**config.mk**
```make
export PLATFORM = sky130hd
export DESIGN_NAME = flip_select_sequencer
export DESIGN_NICKNAME = d
export VERILOG_FILES = /design/src/rtl/flip_select_sequencer.sv
export SDC_FILE = /design/constraint.sdc
export NUM_CORES = 1
export LEC_CHECK = 0
export BUFFER_PORTS_ARGS = -buffer_cell sky130_fd_sc_hd__clkbuf_2
export CELL_PAD_IN_SITES_DETAIL_PLACEMENT = 0
export CELL_PAD_IN_SITES_GLOBAL_PLACEMENT = 1
export CORE_ASPECT_RATIO = 2
export CORE_UTILIZATION = 33
export DETAILED_ROUTE_END_ITERATION = 6
export PLACE_DENSITY_LB_ADDON = 0.3
export SYNTH_ARGS = -nofsm -noshare
export SYNTH_HDL_FRONTEND = slang
export SYNTH_SLANG_ARGS = --single-unit
```
**constraint.sdc**
```tcl
create_clock -name clk_i -period 1.58 [get_ports clk_i]
set_input_delay 0.079 -clock clk_i [delete_from_list [all_inputs] [get_ports clk_i]]
set_output_delay 0.079 -clock clk_i [all_outputs]
set_load 0.02 [all_outputs]
```
**src/rtl/flip_select_sequencer.sv**
```systemverilog
// ---------------------------------------------------------------------------
// flip_select_sequencer
//
// Upstream controller for the variable flip selector. Takes one unsatisfied
// clause (up to NSAT variable indices plus slot-occupied flags). It fetches
// each variable's clause-broken and mask bits from the variable-clause
// memory and streams them into the selector with the write-enable sequence
// 01, 10, 11. It then captures the selected literal and offers the chosen
// variable and its clause-valid bits downstream.
//
// Ports:
//   clk_i, rst_ni                       clock, asynchronous active-low reset
//   clause_valid_i / clause_ready_o     clause handshake (ready only in IDLE)
//   clause_vars_i                       NSAT packed variable indices, slot n at
//                                       [n*VAR_BITS +: VAR_BITS]
//   clause_lits_valid_i                 slot-occupied flags
//   rd_en_o / rd_addr_o                 memory read strobe and address
//   rd_broken_i / rd_mask_i             memory data, one cycle after rd_en_o
//   clause_broken_o / mask_bits_o       per-slot data toward the selector
//   break_values_valid_o / wr_en_o      selector control
//   selected_i / clause_valid_bits_i    selector result
//   flip_valid_o / flip_ready_i         flip handshake
//   flip_var_o / flip_clause_bits_o     chosen variable and its clause bits
//   err_o                               one-cycle pulse when a clause is dropped
//   flip_count_o                        saturating count of accepted flips
// ---------------------------------------------------------------------------
module flip_select_sequencer #(
    parameter int NSAT                     = 3,
    parameter int MAX_CLAUSES_PER_VARIABLE = 20,
    parameter int VAR_BITS                 = 16,
    localparam int NSAT_BITS               = $clog2(NSAT)
) (
    input  logic                                clk_i,
    input  logic                                rst_ni,
    input  logic                                clause_valid_i,
    output logic                                clause_ready_o,
    input  logic [NSAT*VAR_BITS-1:0]            clause_vars_i,
    input  logic [NSAT-1:0]                     clause_lits_valid_i,
    output logic                                rd_en_o,
    output logic [VAR_BITS-1:0]                 rd_addr_o,
    input  logic [MAX_CLAUSES_PER_VARIABLE-1:0] rd_broken_i,
    input  logic [MAX_CLAUSES_PER_VARIABLE-1:0] rd_mask_i,
    output logic [MAX_CLAUSES_PER_VARIABLE-1:0] clause_broken_o,
    output logic [MAX_CLAUSES_PER_VARIABLE-1:0] mask_bits_o,
    output logic [NSAT-1:0]                     break_values_valid_o,
    output logic [NSAT_BITS-1:0]                wr_en_o,
    input  logic [NSAT_BITS-1:0]                selected_i,
    input  logic [MAX_CLAUSES_PER_VARIABLE-1:0] clause_valid_bits_i,
    output logic                                flip_valid_o,
    input  logic                                flip_ready_i,
    output logic [VAR_BITS-1:0]                 flip_var_o,
    output logic [MAX_CLAUSES_PER_VARIABLE-1:0] flip_clause_bits_o,
    output logic                                err_o,
    output logic [31:0]                         flip_count_o
);

    localparam int MC = MAX_CLAUSES_PER_VARIABLE;

    // The three-step write sequence below is hard-wired for three slots.
    if (NSAT != 3) begin : g_nsat_check
        $error("flip_select_sequencer: NSAT must be 3");
    end

    localparam logic [2:0] ST_IDLE = 3'd0;
    localparam logic [2:0] ST_RD0  = 3'd1;
    localparam logic [2:0] ST_WR0  = 3'd2;
    localparam logic [2:0] ST_WR1  = 3'd3;
    localparam logic [2:0] ST_WR2  = 3'd4;
    localparam logic [2:0] ST_CAP  = 3'd5;
    localparam logic [2:0] ST_OUT  = 3'd6;

    logic [2:0]               state_reg, state_next;
    logic [NSAT*VAR_BITS-1:0] vars_reg;
    logic [NSAT-1:0]          lits_reg;
    logic [VAR_BITS-1:0]      flip_var_reg;
    logic [MC-1:0]            flip_bits_reg;
    logic                     err_reg, err_next;
    logic [31:0]              flip_count_reg;

    logic [VAR_BITS-1:0]      vars_q [NSAT];
    logic                     accept;
    logic                     sel_ok;
    logic [VAR_BITS-1:0]      sel_var;

    for (genvar gi = 0; gi < NSAT; gi++) begin : g_slot
        assign vars_q[gi] = vars_reg[gi*VAR_BITS +: VAR_BITS];
    end

    assign accept = (state_reg == ST_IDLE) && clause_valid_i;

    // A selection is usable only if it names an existing, occupied slot;
    // out-of-range codes never match the loop and leave sel_ok low.
    always_comb begin
        sel_ok  = 1'b0;
        sel_var = '0;
        for (int i = 0; i < NSAT; i++) begin
            if (selected_i == NSAT_BITS'(i)) begin
                sel_ok  = lits_reg[i];
                sel_var = vars_q[i];
            end
        end
    end

    // Each WRk state forwards the memory data requested in the previous
    // state and issues the read for the following slot, so reads and
    // selector writes overlap by one cycle.
    always_comb begin
        state_next           = state_reg;
        err_next             = 1'b0;
        clause_ready_o       = 1'b0;
        rd_en_o              = 1'b0;
        rd_addr_o            = '0;
        clause_broken_o      = '0;
        mask_bits_o          = '0;
        break_values_valid_o = '0;
        wr_en_o              = '0;
        flip_valid_o         = 1'b0;
        case (state_reg)
            ST_IDLE: begin
                clause_ready_o = 1'b1;
                if (clause_valid_i) begin
                    if (|clause_lits_valid_i) begin
                        state_next = ST_RD0;
                    end else begin
                        err_next = 1'b1;
                    end
                end
            end
            ST_RD0: begin
                rd_en_o    = lits_reg[0];
                rd_addr_o  = vars_q[0];
                state_next = ST_WR0;
            end
            ST_WR0: begin
                wr_en_o         = NSAT_BITS'(1);
                clause_broken_o = lits_reg[0] ? rd_broken_i : '0;
                mask_bits_o     = lits_reg[0] ? rd_mask_i : '0;
                rd_en_o         = lits_reg[1];
                rd_addr_o       = vars_q[1];
                state_next      = ST_WR1;
            end
            ST_WR1: begin
                wr_en_o         = NSAT_BITS'(2);
                clause_broken_o = lits_reg[1] ? rd_broken_i : '0;
                mask_bits_o     = lits_reg[1] ? rd_mask_i : '0;
                rd_en_o         = lits_reg[2];
                rd_addr_o       = vars_q[2];
                state_next      = ST_WR2;
            end
            ST_WR2: begin
                wr_en_o              = NSAT_BITS'(3);
                clause_broken_o      = lits_reg[2] ? rd_broken_i : '0;
                mask_bits_o          = lits_reg[2] ? rd_mask_i : '0;
                break_values_valid_o = lits_reg;
                state_next           = ST_CAP;
            end
            ST_CAP: begin
                if (sel_ok) begin
                    state_next = ST_OUT;
                end else begin
                    err_next   = 1'b1;
                    state_next = ST_IDLE;
                end
            end
            ST_OUT: begin
                flip_valid_o = 1'b1;
                if (flip_ready_i) begin
                    state_next = ST_IDLE;
                end
            end
            default: state_next = ST_IDLE;
        endcase
    end

    always_ff @(posedge clk_i or negedge rst_ni) begin
        if (!rst_ni) begin
            state_reg      <= ST_IDLE;
            vars_reg       <= '0;
            lits_reg       <= '0;
            flip_var_reg   <= '0;
            flip_bits_reg  <= '0;
            err_reg        <= 1'b0;
            flip_count_reg <= '0;
        end else begin
            state_reg <= state_next;
            err_reg   <= err_next;
            if (accept) begin
                vars_reg <= clause_vars_i;
                lits_reg <= clause_lits_valid_i;
            end
            if ((state_reg == ST_CAP) && sel_ok) begin
                flip_var_reg  <= sel_var;
                flip_bits_reg <= clause_valid_bits_i;
            end
            if ((state_reg == ST_OUT) && flip_ready_i && (flip_count_reg != 32'hFFFF_FFFF)) begin
                flip_count_reg <= flip_count_reg + 32'd1;
            end
        end
    end

    assign flip_var_o         = flip_var_reg;
    assign flip_clause_bits_o = flip_bits_reg;
    assign err_o              = err_reg;
    assign flip_count_o       = flip_count_reg;

endmodule

```
Yosys cells after proc, flatten, opt, wreduce, memory -nomap -nowiden:

Cells that the tools add are included.
W data, S select, Z words.

* input port bits: 117
* output and inout bits: 133
* register bits: 123
* logic and storage cells: 57

* reduce and logical (&&, ||, !) cells: 8
* eq/ne operators: 12
* muxes and demuxes: 29
* add/sub/neg operators: 1

Operators by type and width (number)
* $mux W20: 6
* $pmux W20 S3: 2
* $mux W16: 3
* $pmux W16 S3: 1
* $add A32 B1 Y32 const B: 1
* $ne A32 B32 Y1 const B: 1
* $pmux W3 S7: 1
* $mux W3: 5
* $eq A3 B3 Y1 const B: 3
* $mux W1: 8
* $eq A3 B2 Y1 const B: 2
* $pmux W2 S3: 1
* $logic_and A1 B1 Y1: 4
* $ne A2 B2 Y1 const B: 2
* $eq A3 B1 Y1 const B: 1
* $logic_not A3 Y1: 1
* $pmux W1 S3: 1
* $reduce_and A3 Y1: 1
* $reduce_or A3 Y1: 1
* $eq A2 B1 Y1 const B: 1
* $eq A2 B2 Y1 const B: 1
* $logic_not A2 Y1: 1
* $ne A2 B1 Y1 const B: 1
* $pmux W1 S2: 1

Depth between registers and ports, before layout:

* word-level depth: 6
* mapped depth: 9
* mapped depth without buffers: 5

Worst setup path before layout:

OpenSTA, ideal clock, no wires.

* path kind: register to register
* start: reg state_reg[1]
* end: reg lits_reg[0]
* data required time: 1.455 ns
* period minus slack after synthesis: 2.055 ns
* path buffers: 3
* arrival time: 1.930 ns
* setup time: 0.125 ns
* stages on the path, launching flop included: 7
* setup slack: -0.475 ns
* cell sequence: dfrtp_1 -> buf_2 -> nor3_1 -> and2_1 -> clkbuf_1 -> buf_2 -> mux2_2

* longest elaborated chain between the ends: 2

Ends and longest elaborated chain
* start: declaration: line 72 `logic [2:0] state_reg, state_next;`
* start signal: assignment: line 185 `state_reg <= state_next;`
* $logic_not A3 Y1: line 89 `assign accept = (state_reg == ST_IDLE) && clause_valid_i;`
* $logic_and A1 B1 Y1: line 89
* end signal: assignment: line 189 `lits_reg <= clause_lits_valid_i;`
* end: declaration: line 74 `logic [NSAT-1:0] lits_reg;`

No other way between the ends.
A chain may end at the register's enable or synchronous reset.

Worst setup path after layout:

* start: reg state_reg[1]
* end: reg flip_bits_reg[10], in the netlist flip_clause_bits_o[10]

* longest elaborated chain between the ends: 2

Ends and longest elaborated chain
* $eq A3 B3 Y1: line 191 `if ((state_reg == ST_CAP) && sel_ok) begin`
* $logic_and A1 B1 Y1: line 191
* end signal: assignment: line 193 `flip_bits_reg <= clause_valid_bits_i;`
* end: declaration: line 76 `logic [MC-1:0] flip_bits_reg;`

No other way between the ends.

==> out/metrics.csv <==
metric;value;unit
status;finished, violations left;
failing checks;design-rule violations, negative setup slack;
PD cells;1830;mW/mm^2
post-synthesis register bit count;123;
worst path bufs/invs;5;
cell area after synthesis;0.00615;mm^2
xor/xnor cell area share of the yosys netlist;0.0441;
DPL Wire Length;15.2;mm
RSZ-0062 raised after global routing;true;
critical path's top delay family;buffers and inverters;
Final Non-Filler Cells;1220;
Port Buf Inserts;249;
syn avg cell area;11.3;um^2
clk_lat worst skew;0.42;ns
Slew @ Worst Pin;0.405;ns
CP max FO;5;
root buffer cell;clkbuf_16;
final WL;24.4;mm
Slew Viols, Final;0;
Final min period;2.04;ns
Relative slew margins;0.730;
TritonCTS Buffers;17;
chip width;98.5;um
Fin Hold WS;0.143;ns
Post-Synthesis Cells;542;
vias in the first global route;6496;
critical path's most frequent cell;buf_6;
Placed Cells;1062;
Post-Synth Adder-Cell Area;0.00203;
Synth top area share;0.500;
Die Y-Extent;195;um
Compound-Gate Fraction of Synth Area;0.0635;
Synth area leaders;dfrtp_1 (50%), mux2_2 (13%), and2_1 (4.5%), mux2_4 (4.1%), mux2i_1 (2.9%);
first-pass GRT wire length;34.9;mm
final critical-path share of the clock period;1.29;
H-tree levels;4;
share of layout cells above drive strength 1;0.659;
Syn Nets;660;
die area;0.0192;mm^2
Fmax;0.489;GHz
Top FF cell, synth;dfrtp_1;
GR Util All Layers;0.236;
largest net degree at the start of global routing;45;
initial core utilization;0.336;
Nets;1109;
critical path data required time;1.88;ns
CP Cell Sequence;buf_4 > buf_6 > buf_6 > nand2b_4 > or3b_4 > buf_6 > clkbuf_16 > mux2_4;
max incr delay on CP;0.42;ns
Worst EP arrival;2.34;ns
CTS Buffer Depth;2;
YS warnings;0;
Max Cap Violations;0;
setup ws final;-0.465;ns
Largest register FFs;48;
final hold vios;0;
DR vias;6078;
count leader, synth;dfrtp_1;
Yosys top cell by area;dfrtp_1;
post-synthesis simple-gate area fraction;0.159;
ys async rst share;1.00;
diode count;0;
Startpoint Class;flip-flop;
Max IR drop VDD;1.11;mV
final setup vio count;182;
sequential share of the synthesized area;0.500;
via/cell ratio;4.98;
Post-synth EDFFs;0;
skew final;0.00974;ns
Hold WC Path Type;in -> async;
utilization after layout;0.645;
core area;0.0183;mm^2
Rows;70;
DRC viols;13;
CTS Sinks;123;
mux contribution to synthesized area;0.201;
P&R area growth vs syn;91.9;%
antenna violations before repair;0;
io pins;250;
RD Place Congestion;0.904;
Synth cell types;40;
Crit. End Element;flip-flop;
leakage;0.00594;uW
TritonCTS clock tree;yes;
most instantiated cells after synthesis;dfrtp_1 (123), mux2_2 (71), and2_1 (44);
CP Class;reg -> reg;
Routed Antenna Nets;0;
main combinational cell family by area after synthesis;multiplexers;
clk slew on worst S/H paths;0.06;ns
fill cell count;1420;
Routed WL per cell;20.0;um
Critical-path top delay cell;or3b_4;
First DRT Iteration DRCs;157;
total gr overflow;0;
DRT Pass-1 Iters;7;
placed cells by master (no fill, tap or decap), drive strengths merged, types with 12 or more instances in the layout:
cell	synthesis	layout
clkbuf	16	227
buf	19	181
dfrtp	123	123
mux2	88	88
dlygate4sd3	0	74
and2	44	45
nand2	36	36
nor2	36	36
a21oi	20	20
xnor2	19	19
mux2i	18	18
o21ai	18	18
a22oi	17	17
nand3	15	15
xor2	12	12
path summary, 6_finish.rpt:
path / endpoint / cells after the start / slack (ns) / startpoint
setup / recovery: flip_clause_bits_o[10] / 8 / -0.46 / state_reg[1]
hold / removal: flip_count_o[11] / 2 / 0.14 / rst_ni
setup reg to reg: flip_clause_bits_o[10] / 8 / -0.46 / state_reg[1]
hold reg to reg: flip_var_o[0] / 2 / 0.48 / flip_var_o[0]
max in group asynchronous: flip_count_o[15] / 3 / 0.83 / rst_ni
min in group clk_i: err_o / 5 / 0.26 / selected_i[1]
repair_timing:
action / CTS / global route
gates cloned: 7 / 15
pin swaps: 43 / 71
resized for setup: 162 / 220
hold buffers: 74 / 0
endpoints found under the hold margin: 178 / 0
setup endpoints to repair: 182 / 184
buffers inserted: 21 / 17
final cells by class:
cell class                      instances  area (um^2)  area share
Multi-Input combinational cell        383         3760       0.319
Tap cell                              216          270      0.0229
Clock inverter                         14          171      0.0145
Sequential cell                       123         3100       0.263
Clock buffer                           18          439      0.0372
Timing Repair Buffer                  464         4050       0.343
Inverter                                2         7.51    0.000636
where the power goes:
part	internal (uW)	switching, uW	total, uW
clock network	2530	1520	4050
registers	4270	927	5200
logic	6840	5470	12300
total	13600	7920	21600
layer usage:
| metal | wire [um] | vias to the layer above | part of all wire | track usage |
|---|---|---|---|---|
| met3 | 1070 | 39 | 0.044 | 0.0376 |
| met5 | 0 | - | 0 | 0 |
| met2 | 13800 | 188 | 0.56 | 0.444 |
| met4 | 509 | 0 | 0.021 | 0.0835 |
| li1 | - | 2814 | - | - |
| met1 | 9090 | 3037 | 0.37 | 0.265 |
worst reg2reg max path, delay by kind of cell, from the launching register on:
family,cells,cell delay [ns]
buf+inv,5,0.67
flops,1,0.40
mux,1,0.30
simple gates,2,0.56
metrics by stage:
stage | power, uW | setup TNS (ns) | worst slack, ns | instance area [um^2]
floorplan | 10500 | -9.14 | -0.178 | 6580
global placement | 13200 | -11.68 | -0.198 | 8610
detailed placement | 13400 | -15.12 | -0.202 | 8610
CTS | 19900 | -45.74 | -0.505 | 11000
global route | 22500 | -72.46 | -0.504 | 11800
finish | 21600 | -63.58 | -0.465 | 11800
cells by family (layout without fill, tap and decap cells):
logic type | count (synthesis) | after routing
adders and majority gates | 1 | 1
AOI/OAI and AO/OA | 62 | 62
xor gates and xnor gates | 31 | 31
and+or+nand+nor | 182 | 183
buffers and inverters | 37 | 498
muxes | 106 | 106
DFF | 123 | 123
No activity file was read; power rests on OpenSTA's default activity.
